`config.mk`:
```
export PLATFORM = sky130hd
export DESIGN_NAME = serial_adder
export DESIGN_NICKNAME = d
export VERILOG_FILES = /design/src/rtl/serial_adder.sv
export SDC_FILE = /design/constraint.sdc
export NUM_CORES = 1
export LEC_CHECK = 0
export CELL_PAD_IN_SITES_DETAIL_PLACEMENT = 1
export CELL_PAD_IN_SITES_GLOBAL_PLACEMENT = 2
export CORE_UTILIZATION = 30
export CTS_CLUSTER_DIAMETER = 40
export DETAILED_ROUTE_END_ITERATION = 8
export PLACE_DENSITY_LB_ADDON = 0.1
export SETUP_SLACK_MARGIN = 0.15
export SLEW_MARGIN = 0
export SYNTH_ARGS = -nofsm -noshare
export SYNTH_HDL_FRONTEND = slang
export SYNTH_SLANG_ARGS = --single-unit
```
`constraint.sdc`:
```
create_clock -name clk -period 1.7 [get_ports clk]
set_clock_uncertainty 0.2 [all_clocks]
set_input_delay 0.34 -clock clk [delete_from_list [all_inputs] [get_ports clk]]
set_output_delay 0.34 -clock clk [all_outputs]
set_load 0.01 [all_outputs]
```
`src/rtl/serial_adder.sv`:
```
`default_nettype none
// serial_adder: bit-serial WIDTH-bit adder (two half-adders + carry flop), LSB first.
// Define SERIAL_ADDER_SUB_EN to add the sub port and a + ~b + 1 subtract mode.
module serial_adder #(
   parameter int WIDTH = 8
) (
   input  logic             clk,
   input  logic             rst_n,
   input  logic             start,
   input  logic [WIDTH-1:0] a,
   input  logic [WIDTH-1:0] b,
`ifdef SERIAL_ADDER_SUB_EN
   input  logic             sub,
`endif
   output logic             busy,
   output logic             done,
   output logic [WIDTH-1:0] s,
   output logic             c
);

   localparam int CW = (WIDTH > 1) ? $clog2(WIDTH) : 1;
   localparam logic [CW-1:0] C_LAST = CW'(WIDTH - 1);

   typedef enum logic [1:0] {
      IDLE = 2'd0,
      RUN  = 2'd1,
      DONE = 2'd2
   } state_t;

   state_t           r_state;
   state_t           w_state_nxt;
   logic             w_load;
   logic             w_last;
   logic             w_busy_nxt;
   logic             w_done_nxt;

   logic [WIDTH-1:0] r_a_sh;
   logic [WIDTH-1:0] r_b_sh;
   logic [WIDTH-1:0] r_res;
   logic [CW-1:0]    r_cnt;
   logic             r_cy;
   logic             r_busy;
   logic             r_done;
   logic [WIDTH-1:0] r_s;
   logic             r_c;

   logic             w_sub;
   logic             w_hs1;
   logic             w_hc1;
   logic             w_bit;
   logic             w_hc2;
   logic             w_cy_nxt;
   logic [WIDTH-1:0] w_res_nxt;

`ifdef SERIAL_ADDER_SUB_EN
   assign w_sub = sub;
`else
   assign w_sub = 1'b0;
`endif

   // Full adder built from two half-adder stages plus an OR on the carries.
   assign w_hs1     = r_a_sh[0] ^ r_b_sh[0];
   assign w_hc1     = r_a_sh[0] & r_b_sh[0];
   assign w_bit     = w_hs1 ^ r_cy;
   assign w_hc2     = w_hs1 & r_cy;
   assign w_cy_nxt  = w_hc1 | w_hc2;
   assign w_res_nxt = {w_bit, r_res[WIDTH-1:1]};

   always_ff @(posedge clk or negedge rst_n) begin
      if (!rst_n) begin
         r_state <= IDLE;
      end else begin
         r_state <= w_state_nxt;
      end
   end

   always_comb begin
      w_state_nxt = r_state;
      w_load      = 1'b0;
      w_last      = 1'b0;
      case (r_state)
         IDLE: begin
            if (start) begin
               w_load      = 1'b1;
               w_state_nxt = RUN;
            end
         end
         RUN: begin
            if (r_cnt == C_LAST) begin
               w_last      = 1'b1;
               w_state_nxt = DONE;
            end
         end
         DONE: begin
            if (start) begin
               w_load      = 1'b1;
               w_state_nxt = RUN;
            end else begin
               w_state_nxt = IDLE;
            end
         end
         default: begin
            w_state_nxt = IDLE;
         end
      endcase
      w_busy_nxt = (w_state_nxt == RUN);
      w_done_nxt = (w_state_nxt == DONE);
   end

   always_ff @(posedge clk or negedge rst_n) begin
      if (!rst_n) begin
         r_a_sh <= '0;
         r_b_sh <= '0;
         r_res  <= '0;
         r_cnt  <= '0;
         r_cy   <= 1'b0;
         r_busy <= 1'b0;
         r_done <= 1'b0;
         r_s    <= '0;
         r_c    <= 1'b0;
      end else begin
         r_busy <= w_busy_nxt;
         r_done <= w_done_nxt;
         if (w_load) begin
            // Subtract loads ~b and presets the carry, giving a + ~b + 1.
            r_a_sh <= a;
            r_b_sh <= w_sub ? ~b : b;
            r_cy   <= w_sub;
            r_res  <= '0;
            r_cnt  <= '0;
         end else if (r_state == RUN) begin
            r_a_sh <= r_a_sh >> 1;
            r_b_sh <= r_b_sh >> 1;
            r_cy   <= w_cy_nxt;
            r_res  <= w_res_nxt;
            r_cnt  <= r_cnt + CW'(1);
            if (w_last) begin
               r_s <= w_res_nxt;
               r_c <= w_cy_nxt;
            end
         end
      end
   end

   assign busy = r_busy;
   assign done = r_done;
   assign s    = r_s;
   assign c    = r_c;

endmodule
`default_nettype wire

```
==> Yosys cells after proc, flatten, opt, wreduce, memory -nomap -nowiden <==
Cells that the tools add are included.
{ "classes": {"n_addsub": 1, "mux": 18, "n_eq_ne": 5, "bitwise_logic": 6, "reduce_logical": 4} }
{ "ops": {"columns": ["operator", "count"], "rows": [
  ["$mux W8", 6],
  ["$mux W1", 7],
  ["$mux W3", 2],
  ["$pmux W2 S3", 1],
  ["$eq A2 B1 Y1 const B", 2],
  ["$eq A2 B2 Y1 const B", 2],
  ["$mux W2", 2],
  ["$add A3 B1 Y3 const B", 1],
  ["$eq A3 B3 Y1 const B", 1],
  ["$reduce_and A3 Y1", 1],
  ["$and A1 B1 Y1", 2],
  ["$logic_not A2 Y1", 1],
  ["$reduce_bool A2 Y1", 1],
  ["$reduce_or A2 Y1", 1],
  ["$xor A1 B1 Y1", 2],
  ["$not A1 Y1", 1],
  ["$or A1 B1 Y1", 1]
]} }
{ "totals": {"reg_bits": 41, "word_cells": 44, "inputBits": 19, "output_inout_bits": 11} }

==> Logic depth before layout (Yosys ltp) <==
Gate-level depths: netlist of the first run.
{ "logic_depth": {"word_depth": 5, "ltp_mapped": 5, "ltp_nobuf": 4} }

==> Worst setup path before layout of the first run <==
Ideal clock, no wire load.
{ "synth_timing": {"path_type": "register -> register", "from": "register r_cnt[0]", "to": "register r_c (netlist: c)", "t_required_ns": 1.375, "arrival_time_ns": 1.399, "setup_time_ns": 0.125, "n_path_buf": 1, "path_slack_ns": -0.024, "period_less_slack_ns": 1.724, "path_stages_with_launch": 6, "cell_sequence": "dfrtp_1 > ha_1 > ha_1 > nand3b_1 > buf_2 > mux2_2"} }
{ "synth_between": {"elab_chain_cells": 4} }
{ "synth_rtl": {"columns": ["element", "line", "source"], "rows": [
  ["start: declaration", "40", "logic [CW-1:0] r_cnt;"],
  ["start signal: assignment", "136", "r_cnt <= r_cnt + CW'(1);"],
  ["$eq A3 B3 Y1", "89", "if (r_cnt == C_LAST) begin"],
  ["$mux W1", "89", null],
  ["$mux W1", "81", "case (r_state)"],
  ["$reduce_and A3 Y1 (no line)", null, null],
  ["end signal: assignment", "139", "r_c <= w_cy_nxt;"],
  ["end: declaration", "45", "logic r_c;"]
]} }
Every way passes these cells.
A chain may end at the register's enable or synchronous reset.

==> Worst setup path in the final report of the first run <==
{ "layout_timing": {"from": "register r_cnt[1]", "to": "register r_s[1] (netlist: s[1])"} }
{ "layout_between": {"elab_chain_cells": 4} }
{ "layout_rtl": {"columns": ["element", "line", "source"], "rows": [
  ["$eq A3 B3 Y1", "89", null],
  ["$mux W1", "89", null],
  ["$mux W1", "81", null],
  ["$reduce_and A3 Y1 (no line)", null, null],
  ["end signal: assignment", "138", "r_s <= w_res_nxt;"],
  ["end: declaration", "44", "logic [WIDTH-1:0] r_s;"]
]} }
Every way passes these cells.

==> results.toml, run 1 <==
[pwr]
p_leak_nw = 1.28
clock_power_share = 0.155
ir_worst_vdd_uv = 700
seqPwrFrac = 0.412
p_sw_mw = 1.27
power_frac_comb = 0.433
power.density_mw_per_mm2 = 1530
swShare = 0.321
p_int_mw = 2.68

[cells_and_area]
syn_to_final_growth_pct = 30.7
drive_gt1_frac = 0.264
diodes = 0
final_area_mm2 = 0.00257
mostFrequentLayoutCells = "44 x mux2i_1, 40 x dfrtp_1, 17 x clkdlybuf4s50_1"
final_common_cell = "mux2i_1"
nNetsFinal = 204

[yosys]
synth.avg_cell_area_um2 = 14.0
synth_mux_area_frac = 0.346
synthTopCellsByArea = "dfrtp_1 51%, mux2i_1 22%, mux2_2 11%, a22o_1 4.9%, buf_2 1.5%"
synth.ff_latch_count = 40
synth_fa_ha_area_frac = 0.0229
seq_area_frac_synth = 0.509
syn-num-nets = 162
synth-xor-area-share = 0.00446
synth_top_area_frac = 0.509
synth_top_cell_by_area = "dfrtp_1"
yosysWarnings = 0
syn_inst = 140
synth_area_mm2 = 0.00197
synth_compound_area_frac = 0.0541
synthDistinctLibCells = 18
synth_top_family_by_area = "multiplexers"
synth-simple-area-share = 0.0127

[setup_path]
path_class = "flop to flop"
crit_required_ns = 1.68
crit_start = "r_cnt[1]"
start_kind = "flop"
reg2reg_to = "s[1]"
reg2regPathDepth = 5
worst_ep_arrival_time_ns = 1.66
worstSetupEndpoint = "s[1]"
worstSetupEndpointType = "flop"
reg2reg_setup_slack_ns = 0.02
cp_max_fo = 7
regToRegStartpoint = "r_cnt[1]"

[timing]
grt_setup_unrepaired = "yes"
holdWs_ns = 0.308
relSlewSlack = 0.672
drv_slew = 0
fin_crit_sh = 0.988
fmax_mhz = 595
setup_slack_ns = 0.0196
worstMarginPinSlew_ns = 0.491
finalHoldViolations = 0
setup_viol = 0
period_needed_ns = 1.68

[cts]
cts.sinks = 40
insertion_delay_ns = 0.29
clk_pin_slew_ns = 0.08
htreeDepth = 2
cts_buffer_depth = 2
cts_tree = "built"
root_buffer = "clkbuf_8"
cts-buffers-inserted = 5

[routing]
drt_iter0_drc = 35
first_pass_iters = 3
avgViaCountPerCell = 4.82
routed_wl_mm = 4.04
drc = 0
avgRoutedWirePerCell_um = 15.6
num_vias = 1249
antenna_left = 0

[floorplanning]
core_mm2 = 0.00635
fp-row-count = 29
io_pins = 30
initial_core_util = 0.310
die_h_um = 82.9
die_area_mm2 = 0.00688
die_x_um = 82.9

[global_routing]
grt.overflow.total = 0
grt_max_degree = 41
antenna_found_initial = 0
grt_util_all_layers = 0.133
first_global_vias = 1428
grt_pass1_wl_mm = 7.22

[place]
preCtsSetupSlack_ns = -0.253
placed_area_mm2 = 0.00242
post-dp-hpwl_mm = 2.67
gp_congestion = 0.711
portBuffers = 29

[flow_run]
max_cap_violations = 0

[run_status]
outcome = "finished clean"

[worst_hold_path]
worstHoldPathType = "flop to flop"
==> state kept, by name (all words and copies together) (netlist names) <==
name,flops
r_b_sh,8
r_cy,1
r_cnt,3
s,8
r_res,7
done,1
r_state,2
busy,1
r_a_sh,8
c,1
==> cell families (layout without fill, tap and decap cells) <==
logic type,Yosys count,after routing
xor gates and xnor gates,1,1
buffers and inverters,13,55
DFF,40,40
muxes,65,65
and+or+nand+nor,5,5
AOI/OAI and AO/OA,13,13
adders and majority gates,3,3
==> power groups by stage <==
stage	logic [mW]	registers, mW	clock network [mW]
global route	1.90	1.69	0.681
global placement	1.61	1.63	0
detailed placement	1.68	1.65	0
floorplan	1.13	1.61	0
finish	1.71	1.62	0.612
CTS	1.69	1.63	0.646
==> per-stage QoR <==
stage | TNS, ns | std cells | utilization | power [mW]
2_1_floorplan | 0 | 140 | - | 2.75
3_3_place_gp | -3.26 | 246 | 0.380 | 3.24
3_5_place_dp | -4.85 | 246 | 0.380 | 3.33
4_1_cts | 0 | 257 | 0.400 | 3.97
5_1_grt | -0.264 | 259 | 0.405 | 4.27
6_report | 0 | 259 | 0.405 | 3.94
==> Yosys cell counts <==
library cell	instances
mux2i_1	44
nor2_1	2
buf_6	1
o21ai_0	2
buf_8	1
buf_2	6
inv_1	2
xnor2_1	1
a22o_1	11
ha_1	2
mux2_2	20
fa_1	1
buf_4	2
mux2_4	1
nand3b_1	1
buf_12	1
nand3_1	2
dfrtp_1	40
==> metal layers <==
layer | wire, um | track usage | part of all wire
met3 | 149 | 0.0338 | 0.037
met2 | 2080 | 0.238 | 0.51
met1 | 1770 | 0.156 | 0.44
met4 | 45 | 0.0376 | 0.011
met5 | 0 | 0 | 0
==> worst min-delay path by stage <==
stage / to / cells after the start / slack (ns) / from
after floorplan: busy / 0 / -0.16 / rst_n
after global placement: done / 2 / 0.13 / rst_n
after detailed placement: done / 2 / 0.13 / rst_n
after CTS: s[6] / 1 / 0.31 / s[6]
after global routing: c / 1 / 0.33 / c
final: s[3] / 1 / 0.31 / s[3]
==> critical path, cell delays in order, from the launching register on <==
cell and delay, ns:
dfrtp_1 0.39, ha_2 0.21, ha_4 0.16, nand3b_1 0.17
buf_12 0.16, mux2_4 0.29
==> final cells by class <==
class,instances,area [um^2]
fillers,657,3780
well taps,77,96.3
multi-input cells,87,927
clock buffers,6,72.6
clock inverters,1,5.00
inverters,2,7.51
repair buffers,46,459
flip-flops and latches,40,1000
==> timing repair <==
item | 4_1_cts | 5_1_grt
hold endpoints to repair | 40 | 0
resized for setup | 18 | 4
hold buffers | 1 | 0
buffers inserted | 3 | 2
setup endpoints to repair | 32 | 15
pin swaps | 1 | 1
cloned | 0 | 0
No activity file was read; power rests on OpenSTA's default activity.
==> inputs of run 2 (changes only) <==
- TNS_END_PERCENT: not set -> 5
==> run 2 against run 1 <==
Against the previous run:
- combinational power decreased by 6%
- power is 3.9% higher
- clock power rose by 40%
- global-route usage is 0.10 points lower
- via count grew 0.16%
- worst setup slack lost 0.0066 ns
- fmax down 0.39%
- critical endpoint is now s[6]
- highest routed layer unchanged
==> results.toml, run 2 (synthesis results as in run 1) <==
[floorplanning]
initial_core_util = 0.310
core_mm2 = 0.00635
die_area_mm2 = 0.00688
io_pins = 30
die_h_um = 82.9
die_x_um = 82.9
fp-row-count = 29

[routing]
first_pass_iters = 4
drt_iter0_drc = 34
avgViaCountPerCell = 4.89
antenna_left = 0
routed_wl_mm = 4.01
num_vias = 1251
drc = 0
avgRoutedWirePerCell_um = 15.6

[setup_path]
start_kind = "flop"
worstSetupEndpointType = "flop"
cp_max_fo = 4
crit_required_ns = 1.69
slowest_delay_ns = 0.43
worstPathCellList = "ha_4 > ha_4 > nand3b_1 > buf_4 > mux2_2"
cp_common_cell = "ha_4"
worst_ep_arrival_time_ns = 1.67
path_class = "flop to flop"
reg2regPathDepth = 5
critPathSlowestCell = "dfrtp_1"

[place]
portBuffers = 29
placed_cells = 246
preCtsSetupSlack_ns = -0.229
post-dp-hpwl_mm = 2.72
placed_area_mm2 = 0.00237
gp_congestion = 0.724

[global_routing]
antenna_found_initial = 0
grt.overflow.total = 0
grt_util_all_layers = 0.132
first_global_vias = 1465
grt_pass1_wl_mm = 7.21
grt_max_degree = 41

[cells_and_area]
mostFrequentLayoutCells = "44 x mux2i_1, 40 x dfrtp_1, 17 x clkdlybuf4s50_1"
final_common_cell = "mux2i_1"
register_area_mm2 = 0.00100
n_fill_cell = 641
diodes = 0
multi_input_area_um2 = 926
final_area_mm2 = 0.00256
fin_util = 0.403
stdcell_count = 256
syn_to_final_growth_pct = 30.3
drive_gt1_frac = 0.257
nNetsFinal = 200

[timing]
grt_setup_unrepaired = "yes"
period_needed_ns = 1.69
relSlewSlack = 0.674
fin_crit_sh = 0.992
setup_slack_ns = 0.0130
drv_slew = 0
setup_viol = 0
worstMarginPinSlew_ns = 0.489
fmax_mhz = 593
finalHoldViolations = 0

[worst_hold_path]
hold_depth = 1
worstHoldPathType = "flop to flop"

[run_status]
outcome = "finished clean"

[cts]
root_buffer = "clkbuf_8"
htreeDepth = 2
cts_tree = "built"
insertion_delay_ns = 0.29
cts.sinks = 40
clk_pin_slew_ns = 0.08
cts_buffer_depth = 2
cts-buffers-inserted = 5

[pwr]
ir_worst_vdd_uv = 621
p_leak_nw = 1.26
p_total_mw = 4.10
power.density_mw_per_mm2 = 1600

[flow_run]
max_cap_violations = 0
## run 2: repair_timing
item | in CTS | in global routing
hold buffers | 1 | 0
setup buffers | 0 | 1
endpoints found under the setup margin | 31 | 22
pin swaps | 2 | 3
endpoints found under the hold margin | 40 | 0
gates cloned | 0 | 0
resized for setup | 19 | 6
## run 2: worst paths after layout
| path | from | endpoint | slack [ns] |
|---|---|---|---|
| setup / recovery | r_cnt[1] | s[6] | 0.01 |
| hold / removal | s[1] | s[1] | 0.31 |
| setup reg to reg | r_cnt[1] | s[6] | 0.01 |
| hold reg to reg | s[1] | s[1] | 0.31 |
| max in group asynchronous | rst_n | r_b_sh[3] | 0.74 |
| min in group asynchronous | rst_n | r_res[6] | 0.34 |
## run 2: layout make-up
type	instances	share of cell area
clock buffer	7	0.0376
clock inverter	1	0.0117
inverter	2	0.00293
multi-input combinational	87	0.362
sequential	40	0.391
tap	77	0.0376
timing repair buffer	42	0.158
## run 2: critical path: cells and delay by family (launching register included)
family                   cells  cell delay (ns)
adder cells (fa/ha/maj)      2             0.34
multiplexers                 1             0.33
flip-flops                   1             0.43
buffers and inverters        1             0.16
AND/OR/NAND/NOR              1             0.12
## run 2: per-stage QoR
stage          TNS, ns  hold WS, ns
6_report             0        0.307
5_1_grt         -0.288        0.328
4_1_cts              0        0.304
3_5_place_dp     -4.03        0.135
3_3_place_gp     -3.05        0.129
2_1_floorplan        0       -0.156
## run 2: report_power, final
group	switching, mW	internal (mW)	leakage (nW)
Combinational	0.619	0.977	0.678
Clock	0.338	0.518	0.0645
Sequential	0.314	1.33	0.514
## run 2: metal layers
metal	vias up	part of all wire	wire, um	GRT usage
li1	579	-	-	-
met1	641	0.43	1740	0.149
met2	25	0.52	2080	0.238
met3	6	0.033	134	0.0338
met4	0	0.013	52	0.0455
met5	-	0	0	0
